[src/rtl/spi_pkg.sv]
// Shared types and constants for the SPI frame controller.
// Register map geometry and write-strobe helpers.
package spi_pkg;

  localparam int ADDR_W        = 7;
  localparam int CMD_WRITE_BIT = 7;

  localparam logic [ADDR_W-1:0] NUM_REGS  = ADDR_W'(60);
  localparam logic [ADDR_W-1:0] LAST_ADDR = ADDR_W'(59);
  localparam logic [ADDR_W-1:0] WR_FIRST  = ADDR_W'(1);
  localparam logic [ADDR_W-1:0] WR_LAST   = ADDR_W'(3);

  typedef enum logic [1:0] {
    IDLE,
    CMD,
    WDATA,
    RDATA
  } ctrl_state_t;

  function automatic logic in_wr_range(
    input logic [ADDR_W-1:0] a
  );
    return (a >= WR_FIRST) && (a <= WR_LAST);
  endfunction

  function automatic logic [2:0] onehot_wr(
    input logic [ADDR_W-1:0] a
  );
    logic [ADDR_W-1:0] d;
    d = a - WR_FIRST;
    return 3'b001 << d[1:0];
  endfunction

endpackage

[src/rtl/spi_byte_shifter.sv]
// MSB-first byte deserialiser with bit counter.
// done is combinational on the completing edge; byte_done follows it.
module spi_byte_shifter (
  input  logic       sclk,
  input  logic       rstn,
  input  logic       en,
  input  logic       din,
  output logic [7:0] byte_val,
  output logic       done,
  output logic       byte_done
);

  logic [6:0] sr;
  logic [2:0] bit_cnt;

  assign done     = en && (bit_cnt == 3'd7);
  assign byte_val = {sr, din};

  always_ff @(posedge sclk or negedge rstn) begin
    if (!rstn) begin
      sr        <= '0;
      bit_cnt   <= '0;
      byte_done <= 1'b0;
    end else if (en) begin
      sr        <= {sr[5:0], din};
      bit_cnt   <= bit_cnt + 3'd1;
      byte_done <= done;
    end else begin
      bit_cnt   <= '0;
      byte_done <= 1'b0;
    end
  end

endmodule

[src/rtl/spi_frame_ctrl.sv]
// Frame sequencer: command decode, write strobes and
// MSB-first register readout for the special-register SPI port.
module spi_frame_ctrl
  import spi_pkg::*;
(
  input  logic              sclk,
  input  logic              rstn,
  input  logic              frame_active,
  input  logic              serial_in,
  input  logic [7:0]        rd_data,
  output logic [ADDR_W-1:0] addr,
  output logic [7:0]        write_data,
  output logic [2:0]        wr_strobe,
  output logic              serial_out,
  output logic              byte_done,
  output logic              frame_err
);

  ctrl_state_t       state, state_n;
  logic [ADDR_W-1:0] addr_n, addr_inc;
  logic [7:0]        write_data_n, byte_val;
  logic [7:0]        rsr, rsr_n;
  logic [2:0]        wr_strobe_n;
  logic              frame_err_n, inc_err;
  logic              load_pending, load_pending_n;
  logic              done;

  spi_byte_shifter u_shift (
    .sclk      (sclk),
    .rstn      (rstn),
    .en        (frame_active),
    .din       (serial_in),
    .byte_val  (byte_val),
    .done      (done),
    .byte_done (byte_done)
  );

  always_comb begin
    addr_inc = addr + ADDR_W'(1);
    inc_err  = 1'b0;
    if (addr == LAST_ADDR) begin
      addr_inc = '0;
      inc_err  = 1'b1;
    end
  end

  always_comb begin
    state_n        = state;
    addr_n         = addr;
    write_data_n   = write_data;
    wr_strobe_n    = '0;
    frame_err_n    = frame_err;
    load_pending_n = 1'b0;
    rsr_n          = {rsr[6:0], 1'b0};
    if (load_pending)
      rsr_n = {rd_data[6:0], 1'b0};
    if (!frame_active) begin
      state_n = IDLE;
    end else begin
      unique case (state)
        IDLE: begin
          state_n     = CMD;
          frame_err_n = 1'b0;
        end
        CMD: if (done) begin
          addr_n = byte_val[ADDR_W-1:0];
          if (byte_val[ADDR_W-1:0] >= NUM_REGS)
            frame_err_n = 1'b1;
          if (byte_val[CMD_WRITE_BIT]) begin
            state_n = WDATA;
          end else begin
            state_n        = RDATA;
            load_pending_n = 1'b1;
          end
        end
        WDATA: if (done) begin
          write_data_n = byte_val;
          addr_n       = addr_inc;
          if (in_wr_range(addr))
            wr_strobe_n = onehot_wr(addr);
          else
            frame_err_n = 1'b1;
          if (inc_err)
            frame_err_n = 1'b1;
        end
        RDATA: if (done) begin
          addr_n         = addr_inc;
          load_pending_n = 1'b1;
          if (inc_err)
            frame_err_n = 1'b1;
        end
        default: state_n = IDLE;
      endcase
    end
  end

  always_ff @(posedge sclk or negedge rstn) begin
    if (!rstn) begin
      state        <= IDLE;
      addr         <= '0;
      write_data   <= '0;
      wr_strobe    <= '0;
      frame_err    <= 1'b0;
      load_pending <= 1'b0;
      rsr          <= '0;
    end else begin
      state        <= state_n;
      addr         <= addr_n;
      write_data   <= write_data_n;
      wr_strobe    <= wr_strobe_n;
      frame_err    <= frame_err_n;
      load_pending <= load_pending_n;
      rsr          <= rsr_n;
    end
  end

  // First bit of a read byte comes straight from the mux.
  assign serial_out = (state == RDATA) &&
                      (load_pending ? rd_data[7] : rsr[7]);

endmodule
[config.mk]
export PLATFORM = sky130hd
export DESIGN_NAME = spi_frame_ctrl
export DESIGN_NICKNAME = d
export VERILOG_FILES = /design/src/rtl/spi_pkg.sv /design/src/rtl/spi_byte_shifter.sv /design/src/rtl/spi_frame_ctrl.sv
export SDC_FILE = /design/constraint.sdc
export NUM_CORES = 1
export LEC_CHECK = 0
export CORE_ASPECT_RATIO = 0.5
export CORE_MARGIN = 2
export CORE_UTILIZATION = 51
export CTS_CLUSTER_DIAMETER = 200
export DETAILED_ROUTE_END_ITERATION = 7
export DONT_BUFFER_PORTS = 1
export PLACE_DENSITY_LB_ADDON = 0.05
export SLEW_MARGIN = 20
export SYNTH_ARGS = -nofsm -noshare
export SYNTH_HDL_FRONTEND = slang
export SYNTH_SLANG_ARGS = --single-unit
[constraint.sdc]
create_clock -name sclk -period 1.8 [get_ports sclk]
set_input_delay 0.45 -clock sclk [delete_from_list [all_inputs] [get_ports sclk]]
set_output_delay 0.45 -clock sclk [all_outputs]
set_load 0.01 [all_outputs]
======== After elaboration in Yosys (flattened, before gate mapping) ========
Index checks and enable logic that the tools add are counted.
word-level totals
  memory bits (writable) .................. 0
  output and inout port bits .............. 21
  register bits after elaboration ......... 41
  bits in latches ......................... 0
  ROM bits ................................ 0
  memories kept ........................... 0
  input bits .............................. 12
cells by class
  $mul .................................... 0
  shift-type cells ........................ 1
  bitwise logic cells ..................... 0
  add/sub/neg operators ................... 3
  magnitude comparators ................... 3
  multiplexer cells ....................... 30
  eq/ne operators ......................... 14
  reduce and logical (&&, ||, !) cells .... 10
  div/mod/pow operators ................... 0
operator list
  operator               count
  $mux W7                3
  $mux W1                15
  $mux W3                5
  $pmux W7 S2            1
  $ne A2 B2 Y1 const B   5
  $mux W8                1
  $add A7 B1 Y7 const B  1
  $eq A7 B6 Y1 const B   1
  $ge A7 B1 Y1 const B   1
  $ge A7 B6 Y1 const B   1
  $le A7 B2 Y1 const B   1
  $reduce_and A7 Y1      1
  $ne A3 B3 Y1 const B   2
  $eq A2 B2 Y1 const B   2
  $mux W2                2
  $pmux W1 S4            1
  $pmux W2 S2            1
  $reduce_and A4 Y1      1
  $add A3 B1 Y3 const B  1
  $eq A3 B3 Y1 const B   1
  $logic_and A1 B1 Y1    3
  $ne A3 B1 Y1 const B   1
  $reduce_and A3 Y1      1
  $shl A1 B2 Y3 const A  1
  other kinds (8)        8

======== Depth between registers and ports, before layout ========
Gate-level depths: netlist of the first run.
  depth after elaboration ................. 6
  gate-level depth with buffers ........... 8
  gate-level depth less buffers ........... 6

======== Hierarchy ========
A second synthesis of the first run with hierarchy kept.
second synthesis, totals
  cells, all modules ...................... 152
  area, all modules ....................... 1851.8 sq um
modules (own cells, without submodules)
  module            instances  cells each  area an instance (sq um)
  spi_frame_ctrl    1          126         1406.3
  spi_byte_shifter  1          26          445.4

======== Worst setup path before layout of the first run ========
No wires, ideal clock.
  path type ............................... reg-to-reg
  start point ............................. register u_shift.bit_cnt[0]
  end point ............................... register write_data[3]
  setup time .............................. 0.125 ns
  path slack .............................. 0.201 ns
  arrival time ............................ 1.474 ns
  required time ........................... 1.675 ns
  cell stages (with the launch flop) ...... 7
  path through ............................ dfrtp_1 -> ha_1 -> ha_1 -> nand2_1 -> or3_1 -> buf_2 -> mux2_4
between the ends
  longest elaborated chain between the ends .. 3
ends and longest elaborated chain
  item                                RTL line                text
  from (decl)                         spi_byte_shifter.sv:14  logic [2:0] bit_cnt;
  from (signal assigned)              spi_byte_shifter.sv:26  bit_cnt <= bit_cnt + 3'd1;
  $eq A3 B3 Y1                        spi_byte_shifter.sv:16  assign done = en && (bit_cnt == 3'd7);
  $logic_and A1 B1 Y1                 spi_byte_shifter.sv:16
  $reduce_and A3 Y1 (no source line)  -
  to (signal assigned)                spi_frame_ctrl.sv:109   write_data <= write_data_n;
  to (decl)                           spi_frame_ctrl.sv:12    output logic [7:0] write_data,
No other way between the ends.
A chain may end at the register's enable or synchronous reset.

======== Worst setup path in the final report of the first run ========
Ends and elaborated chain as after synthesis.

==> impl_summary.md, run 1 <==
Yosys
The cell count after synthesis is 164. The most used flip-flop cell after synthesis is dfrtp_1. The number of different library cells used by synthesis comes to 35. The total nets after synthesis is 182. For this run, the number of Yosys warnings is 0. The synthesized design spends more area on one cell type than any other, namely dfrtp_1.

The async set-reset flop share out of synthesis is 100%. The flop and latch count out of synthesis is 40. The number of flops mapped to enable cells by yosys is 0. The post-synth design cell area is 1780 um2. The register area share after synthesis is between 50% and 60%. After synthesis, the cell types taking the most area are dfrtp_1 (56%), mux2_2 (5.1%), ha_1 (4.2%), o21ai_0 (3.9%), nand2_1 (3.8%). Averaged over all synthesized cells, the footprint is 10.8 um2. The top cell type by area accounts for 56.3% of the synthesized area.

Global route
Entering global routing, the biggest net connects between 40 and 50 pins. The first global-routing pass estimated 5.73 mm of wire. Global routing finished with a remaining overflow of 0. The via count of the first global-routing pass is 1205. The initial antenna violation count is 0.

Global routing used 19.6% of the available tracks across all layers.

Timing
The worst path uses 92.9% of the clock period. Setup repair after global routing left no endpoint under its margin. The final count of negative-setup-slack endpoints is 0. The transition time of the tightest slew-check pin is 0.466 ns. The routed design could run at a clock period as short as 1.67 ns. The worst clock skew on the final layout is 0.00784 ns. The number of max-slew violations in the final report is 0. The worst slew slack as a fraction of its limit is 68.6%.

Static timing analysis puts the maximum clock frequency at ~600 MHz. The summed negative setup slack over all endpoints is 0 ns. The tightest hold path in the finished design has a slack of 0.260 ns. The number of hold violations in the final report is 0.

Clocking
The number of clock sinks seen by CTS is 40. The buffer type at the clock tree root is clkbuf_8. The number of buffers on the longest clock path is 2. The CTS tree is done.

The clock insertion delay at the later pin of the skew report is 0.29 ns. After clock tree synthesis, the clock-pin slew on the worst setup and hold paths is 0.08 ns. TritonCTS created 5 clock buffers. The H-tree was split into 2 levels.

Die
The row count is 15. Measured along the x axis, the die boundary spans roughly 90 um. The core outline area is 3380 um2.

The floorplan step defined a die boundary enclosing 4000 um2. The height of the die is ~46 um. Pin placement for this block handled 33 I/O pins. The initial utilization of the core area, before any placement, comes to 52.6%.

Placement
The total cell area at the placement stage is between 1500 and 2000 um2. Routability-driven placement finished with a final weighted congestion of 0.784. After legalization and detailed placement, the total HPWL measured 2.45 mm. During placement, the flow inserted port buffers numbering 0. Including well taps, the total number of placed cells is 210.

Route
The first-pass iteration count of the detailed router is 4. The average wire length per cell after detail routing is 15.9 um. The number of vias per cell is 5.64.

Wires add up to 3.49 mm. The detailed router finished its first iteration with 70 violations. The post-detailed-route count of antenna-violating nets is 0. The overall via count from detail_route is 1240. After detailed routing, the number of remaining DRC violations is 0.

Job
Max-cap violations in this run came to 0.

Setup path
The sort of element at the start of the critical path is a flop. STA puts the critical path data required time at roughly 2 ns. The number of buffers and inverters on the critical path is 0.

In this design, the stage delay of the slowest critical-path cell is about 0.44 ns. The cell that appears most often on the critical path is ha_1. The slowest cell on the critical path is or3_1. The worst setup path is of the reg -> reg kind. The family with the most delay on the worst path is simple AND/OR/NAND/NOR gates. The type of destination of the critical path is a flop. The top fanout value on the critical path is 5. Data on the critical path arrives at its endpoint at 1.85 ns. The signal on the critical path passes through ha_1 > ha_1 > nand2_1 > or3_1 > mux2_4.

Outcome
The run finished with clean final reports.

Finish
The synthesis-to-finish area growth is 14.3%. The finished layout holds between 200 and 250 standard cells, fillers aside. The final-stage net count is 195. The share of final-layout standard cells stronger than drive strength 1 is 18.5%. The repair_antennas step left the layout with diodes totalling 0.

Summing all non-filler instances in the final layout gives an area of 2030 um2.

Pwr
Across the VDD grid, the largest voltage drop is 0.000562 V. The leakage power is just under 1 nW. Summing internal, switching and leakage power gives around 1.9 mW.

Dividing total power by cell area gives a power density of 945 nW/um2.

Hold path
The worst hold path belongs to the class in -> reg.
[state kept, by name (all words and copies together) (netlist names)]
register           flops
u_shift.bit_cnt        3
addr                   7
rsr                    7
state                  2
wr_strobe              3
frame_err              1
load_pending           1
write_data             8
u_shift.byte_done      1
u_shift.sr             7
[cells in the mapped netlist (3+ instances only)]
master    instances
a21oi_1           5
a22o_1            4
and2_1            6
and3_1            3
buf_2             3
clkbuf_1          3
dfrtp_1          40
ha_1              6
inv_1            10
mux2_2            8
nand2_1          18
nor2_1            8
nor2b_1           3
o21ai_0          14
o21ai_1           6
[per-stage QoR]
stage / util, % / setup WS [ns]
6_report: 60.1 / 0.127
2_1_floorplan: - / 0.201
3_3_place_gp: 55.5 / 0.184
4_1_cts: 60.1 / 0.107
3_5_place_dp: 55.5 / 0.135
5_1_grt: 60.1 / 0.0352
[repair_timing]
item	4_1_cts	5_1_grt
buffers inserted	0	0
resized for setup	0	0
hold buffers	2	0
hold endpoints to repair	40	0
[cell usage in the layout (no fill, tap or decap), types with 3 or more instances in the layout]
cell	instances
mux2_2	8
o21ai_0	14
nor2b_1	3
and2_1	6
a22o_1	4
clkbuf_8	7
a21oi_1	5
inv_1	10
nand2_1	18
buf_4	11
ha_1	6
nor2_1	8
dfrtp_1	40
and3_1	3
o21ai_1	6
[report_power, final]
group          total, mW  internal (mW)  switching [mW]
combinational      0.142         0.0623          0.0793
clock              0.796          0.489           0.306
sequential         0.984          0.939          0.0446
[final timing paths]
check | start | to | slack, ns | depth (start not counted)
max | u_shift.bit_cnt[0] | write_data[3] | 0.13 | 5
min reg2reg | u_shift.bit_cnt[0] | u_shift.bit_cnt[0] | 0.44 | 1
min in group asynchronous | rstn | write_data[6] | 0.63 | 2
max in group asynchronous | rstn | state[1] | 0.98 | 2
min | frame_active | u_shift.sr[0] | 0.26 | 1
max reg2reg | u_shift.bit_cnt[0] | write_data[3] | 0.13 | 5
[per-layer routing]
metal | wire [um] | track usage, %
met5 | 0 | 0
met4 | 27 | 6.15
met3 | 222 | 7.07
met2 | 1520 | 28.9
met1 | 1720 | 27.4
[cell type report]
type                       count  area (um2)
clock buffer                   7        96.3
clock inverter                 1        30.0
fill                         297        1350
inverter                      11        41.3
multi-input combinational    106         698
sequential                    40        1000
tap                           42        52.6
timing repair buffer          13         113
[kinds of logic (layout without fill, tap and decap cells)]
| kind of cell | Yosys count | count (layout) | share of synthesized area, % |
|---|---|---|---|
| AND/OR/NAND/NOR | 49 | 49 | 13.4 |
| buffers and inverters | 18 | 32 | 4.43 |
| multiplexers | 11 | 11 | 7.32 |
| flip-flops | 40 | 40 | 56.3 |
| adder cells (fa/ha/maj) | 6 | 6 | 4.22 |
| AO/OA/AOI/OAI | 40 | 40 | 14.3 |
(Power assumes the default switching activity.)
==> run 2: changes to the inputs <==
--- a/config.mk
+++ b/config.mk
@@ -7,7 +7,7 @@
 export LEC_CHECK = 0
 export CORE_ASPECT_RATIO = 0.5
 export CORE_MARGIN = 2
-export CORE_UTILIZATION = 51
+export CORE_UTILIZATION = 45
 export CTS_CLUSTER_DIAMETER = 200
 export DETAILED_ROUTE_END_ITERATION = 7
 export DONT_BUFFER_PORTS = 1
==> impl_summary.md, run 2 (synthesis results as in run 1) <==
Outcome
The run finished, with violations left. The checks that failed: negative hold slack.

Finish
The final-stage net count is 197 (+1.0%). The register area is 1000 um2 (unchanged). From synthesis to final layout, the design area changed by 16.0%. The number of flip-flops in the largest register is 8 (unchanged). The multi-input combinational cell area is 698 um2 (unchanged).

The number of fill cells in the layout was 365 (+23%). In the layout the commonest cells are dfrtp_1 (40), nand2_1 (18), o21ai_0 (14), buf_4 (14), inv_1 (10). The share of final-layout standard cells stronger than drive strength 1 is 19.6% (+1.0 points). The count of antenna diodes in the layout is 0 (unchanged). More flip-flops sit in one register than any other, and that register is write_data. Leaving out fill and tap cells, the most frequent cell in the layout is dfrtp_1.

Die
The row count is 16 (+1). The height of the die came to 48.4 um (+5.9%). The initial standard-cell utilization of the core is 46.3% (-6.4 points). The number of primary I/O pins was 33 (unchanged). The total die area came to 4500 um2 (+12%).

The die boundary width is 92.9 um (+6.2%). The core outline area is 3840 um2 (+14%).

Timing
The final critical-path share of the clock period came to 90.9% (-2.0 points). The number of max-slew violations in the final report was 0 (unchanged). The number of hold violations in the final report came to 2 (+2). The worst slew slack as a fraction of its limit is 70.7% (+2.1 points). Setup repair after global routing left no endpoint under its margin. The transition time of the tightest slew-check pin is 0.436 ns (-0.0298 ns).

The time the worst path needs with I/O delays and setup is 1.64 ns (-0.0363 ns). The worst clock skew on the final layout was 0.00226 ns (-0.00558 ns). The final-layout worst hold slack was -0.000821 ns (-0.261 ns).

The summed negative setup slack over all endpoints is 0 ns (unchanged). The maximum clock rate is 611 MHz (+2.2%). The final count of negative-setup-slack endpoints is 0 (unchanged).

Pwr
The maximum vdd drop is 0.000439 V (-22%). The ratio of total power to cell area is 952 nW/um2 (+0.74%). The leakage power is 0.988 nW (+1.1%).

Clocking
The number of buffers on the longest clock path is 2 (unchanged). The tree is rooted in a clkbuf_8. The CTS buffer count was 5 (unchanged).

The number of buffers inserted to repair setup after CTS came to 0 (unchanged). TritonCTS built the clock tree. The clock insertion delay at the later pin of the skew report is 0.28 ns (about the same). The post-CTS resize count was 0 (unchanged). The number of clock sinks seen by CTS is 40 (unchanged). The clock-pin slew on the worst setup and hold paths was 0.07 ns (about the same). The H-tree depth came to 2 (unchanged).

Setup path
The worst setup path is captured at an output port. The setup slack on the worst flop-to-flop path is 0.17 ns (+0.04 ns). The depth of the worst register-to-register path is 5 (unchanged). STA classifies the critical path startpoint as a flop. The slowest cell on the critical path is dfrtp_1. The required time at the worst-slack endpoint came to 1.35 ns (-0.63 ns). The top fanout value on the critical path is 15 (+10).

The signal on the critical path passes through buf_4 > nand2_1 > nor2_1. The maximum single-stage delay on the critical path is 0.36 ns (-0.08 ns). The launch point of the worst reg-to-reg path is u_shift.bit_cnt[0].

The worst setup path is of the reg -> out kind. The endpoint identified for the worst register-to-register timing path is write_data[3]. The data arrival time at the worst-slack endpoint is 1.19 ns (-0.66 ns).

Route
The violation count after the first detailed-routing iteration is 64 (-8.6%). The total detailed-routing wirelength came to 3.54 mm (+1.5%). The first-pass iteration count of the detailed router is 4 (unchanged). The post-detailed-route count of antenna-violating nets is 0 (unchanged). The average wire length per cell after detail routing is 15.2 um (-4.1%). The overall via count from detail_route is 1211 (-2.3%). The number of design rule violations left after detail routing is 0 (unchanged). The number of vias per cell was 5.20 (-7.8%).

Placement
The estimated wirelength of the detail-placed design was 2.50 mm (+1.9%). The number of port buffers is 0 (unchanged). The last weighted congestion value of the routability-driven placer is 0.795 (+1.4%).

Global route
The via count of the first global-routing pass was 1189 (-1.3%). The initial antenna violation count is 0 (unchanged). The global-route wire length before repair is 5.95 mm (+3.9%). The met1 track utilization from global routing is 25.4% (-1.9 points). The overall routing resource usage is 17.1% (-2.5 points). The met3 routing resource usage after global routing was 6.39% (-0.68 points). The remaining global-route overflow is 0 (unchanged). The layer carrying the most global-route usage is met1.

The global-route met2 utilization was 25.0% (-3.9 points). The largest net degree at the start of global routing is 41 (unchanged).

Job
The total of max-cap violations is 0 (unchanged).

Hold path
In this run the worst hold path is classified as in -> async.
-- run 2: cell types whose count changed in the layout (fill, tap and decap cells not counted) --
cell	before	now
bufinv_16	1	2
clkbuf_8	7	5
buf_4	11	14
dlygate4sd3_1	1	0
-- run 2: per-stage QoR --
step / instance area [um2] / worst slack (ns) / power (mW) / std cells / util, %
floorplan: 1780 / 0.201 / 1.08 / 164 / -
global placement: 1910 / 0.195 / 1.12 / 225 / 49.8
detailed placement: 1910 / 0.171 / 1.12 / 225 / 49.8
CTS: 2060 / 0.153 / 1.99 / 233 / 53.6
global route: 2060 / 0.0406 / 2.06 / 233 / 53.6
finish: 2060 / 0.164 / 1.96 / 233 / 53.6
-- run 2: timing repair --
item,in CTS,in global routing
hold buffers,1,0
hold endpoints to repair,40,0
setup endpoints to repair,0,0
-- run 2: per-layer routing --
metal / up-vias / share of wire (%)
li1: 601 / -
met3: 2 / 6.4
met2: 27 / 43
met4: 0 / 0.23
met1: 581 / 50
met5: - / 0
-- run 2: worst max path at each step --
stage | start | endpoint | slack, ns | cells after the start
2_1_floorplan | u_shift.bit_cnt[0] | write_data[3] | 0.20 | 6
3_3_place_gp | u_shift.bit_cnt[0] | addr[5] | 0.20 | 8
3_5_place_dp | u_shift.bit_cnt[0] | write_data[6] | 0.17 | 5
4_1_cts | state[1] | serial_out | 0.15 | 3
5_1_grt | u_shift.bit_cnt[0] | wr_strobe[2] | 0.04 | 6
6_report | state[1] | serial_out | 0.16 | 3
-- run 2: layout make-up --
type | count | area share (%)
sequential | 40 | 48.5
multi-input combinational | 106 | 33.9
timing repair buffer | 15 | 6.07
clock buffer | 5 | 3.34
tap | 54 | 3.28
clock inverter | 2 | 2.91
inverter | 11 | 2.00
-- run 2: where the power goes --
group / internal, mW / switching, mW
sequential: 0.939 / 0.0459
clock: 0.546 / 0.292
combinational: 0.0651 / 0.0756
total: 1.55 / 0.414
-- run 2: worst max-delay path, delay by kind of cell (launching register included) --
| family | cells | cell delay, ns |
|---|---|---|
| buffers and inverters | 1 | 0.22 |
| DFF | 1 | 0.36 |
| and+or+nand+nor | 2 | 0.33 |
==> run 3: changes to the inputs <==
--- a/config.mk
+++ b/config.mk
@@ -16,3 +16,4 @@
 export SYNTH_ARGS = -nofsm -noshare
 export SYNTH_HDL_FRONTEND = slang
 export SYNTH_SLANG_ARGS = --single-unit
+export TNS_END_PERCENT = 20
==> results of run 3 <==
Final layout, timing and power as in run 2 (identical DEF).
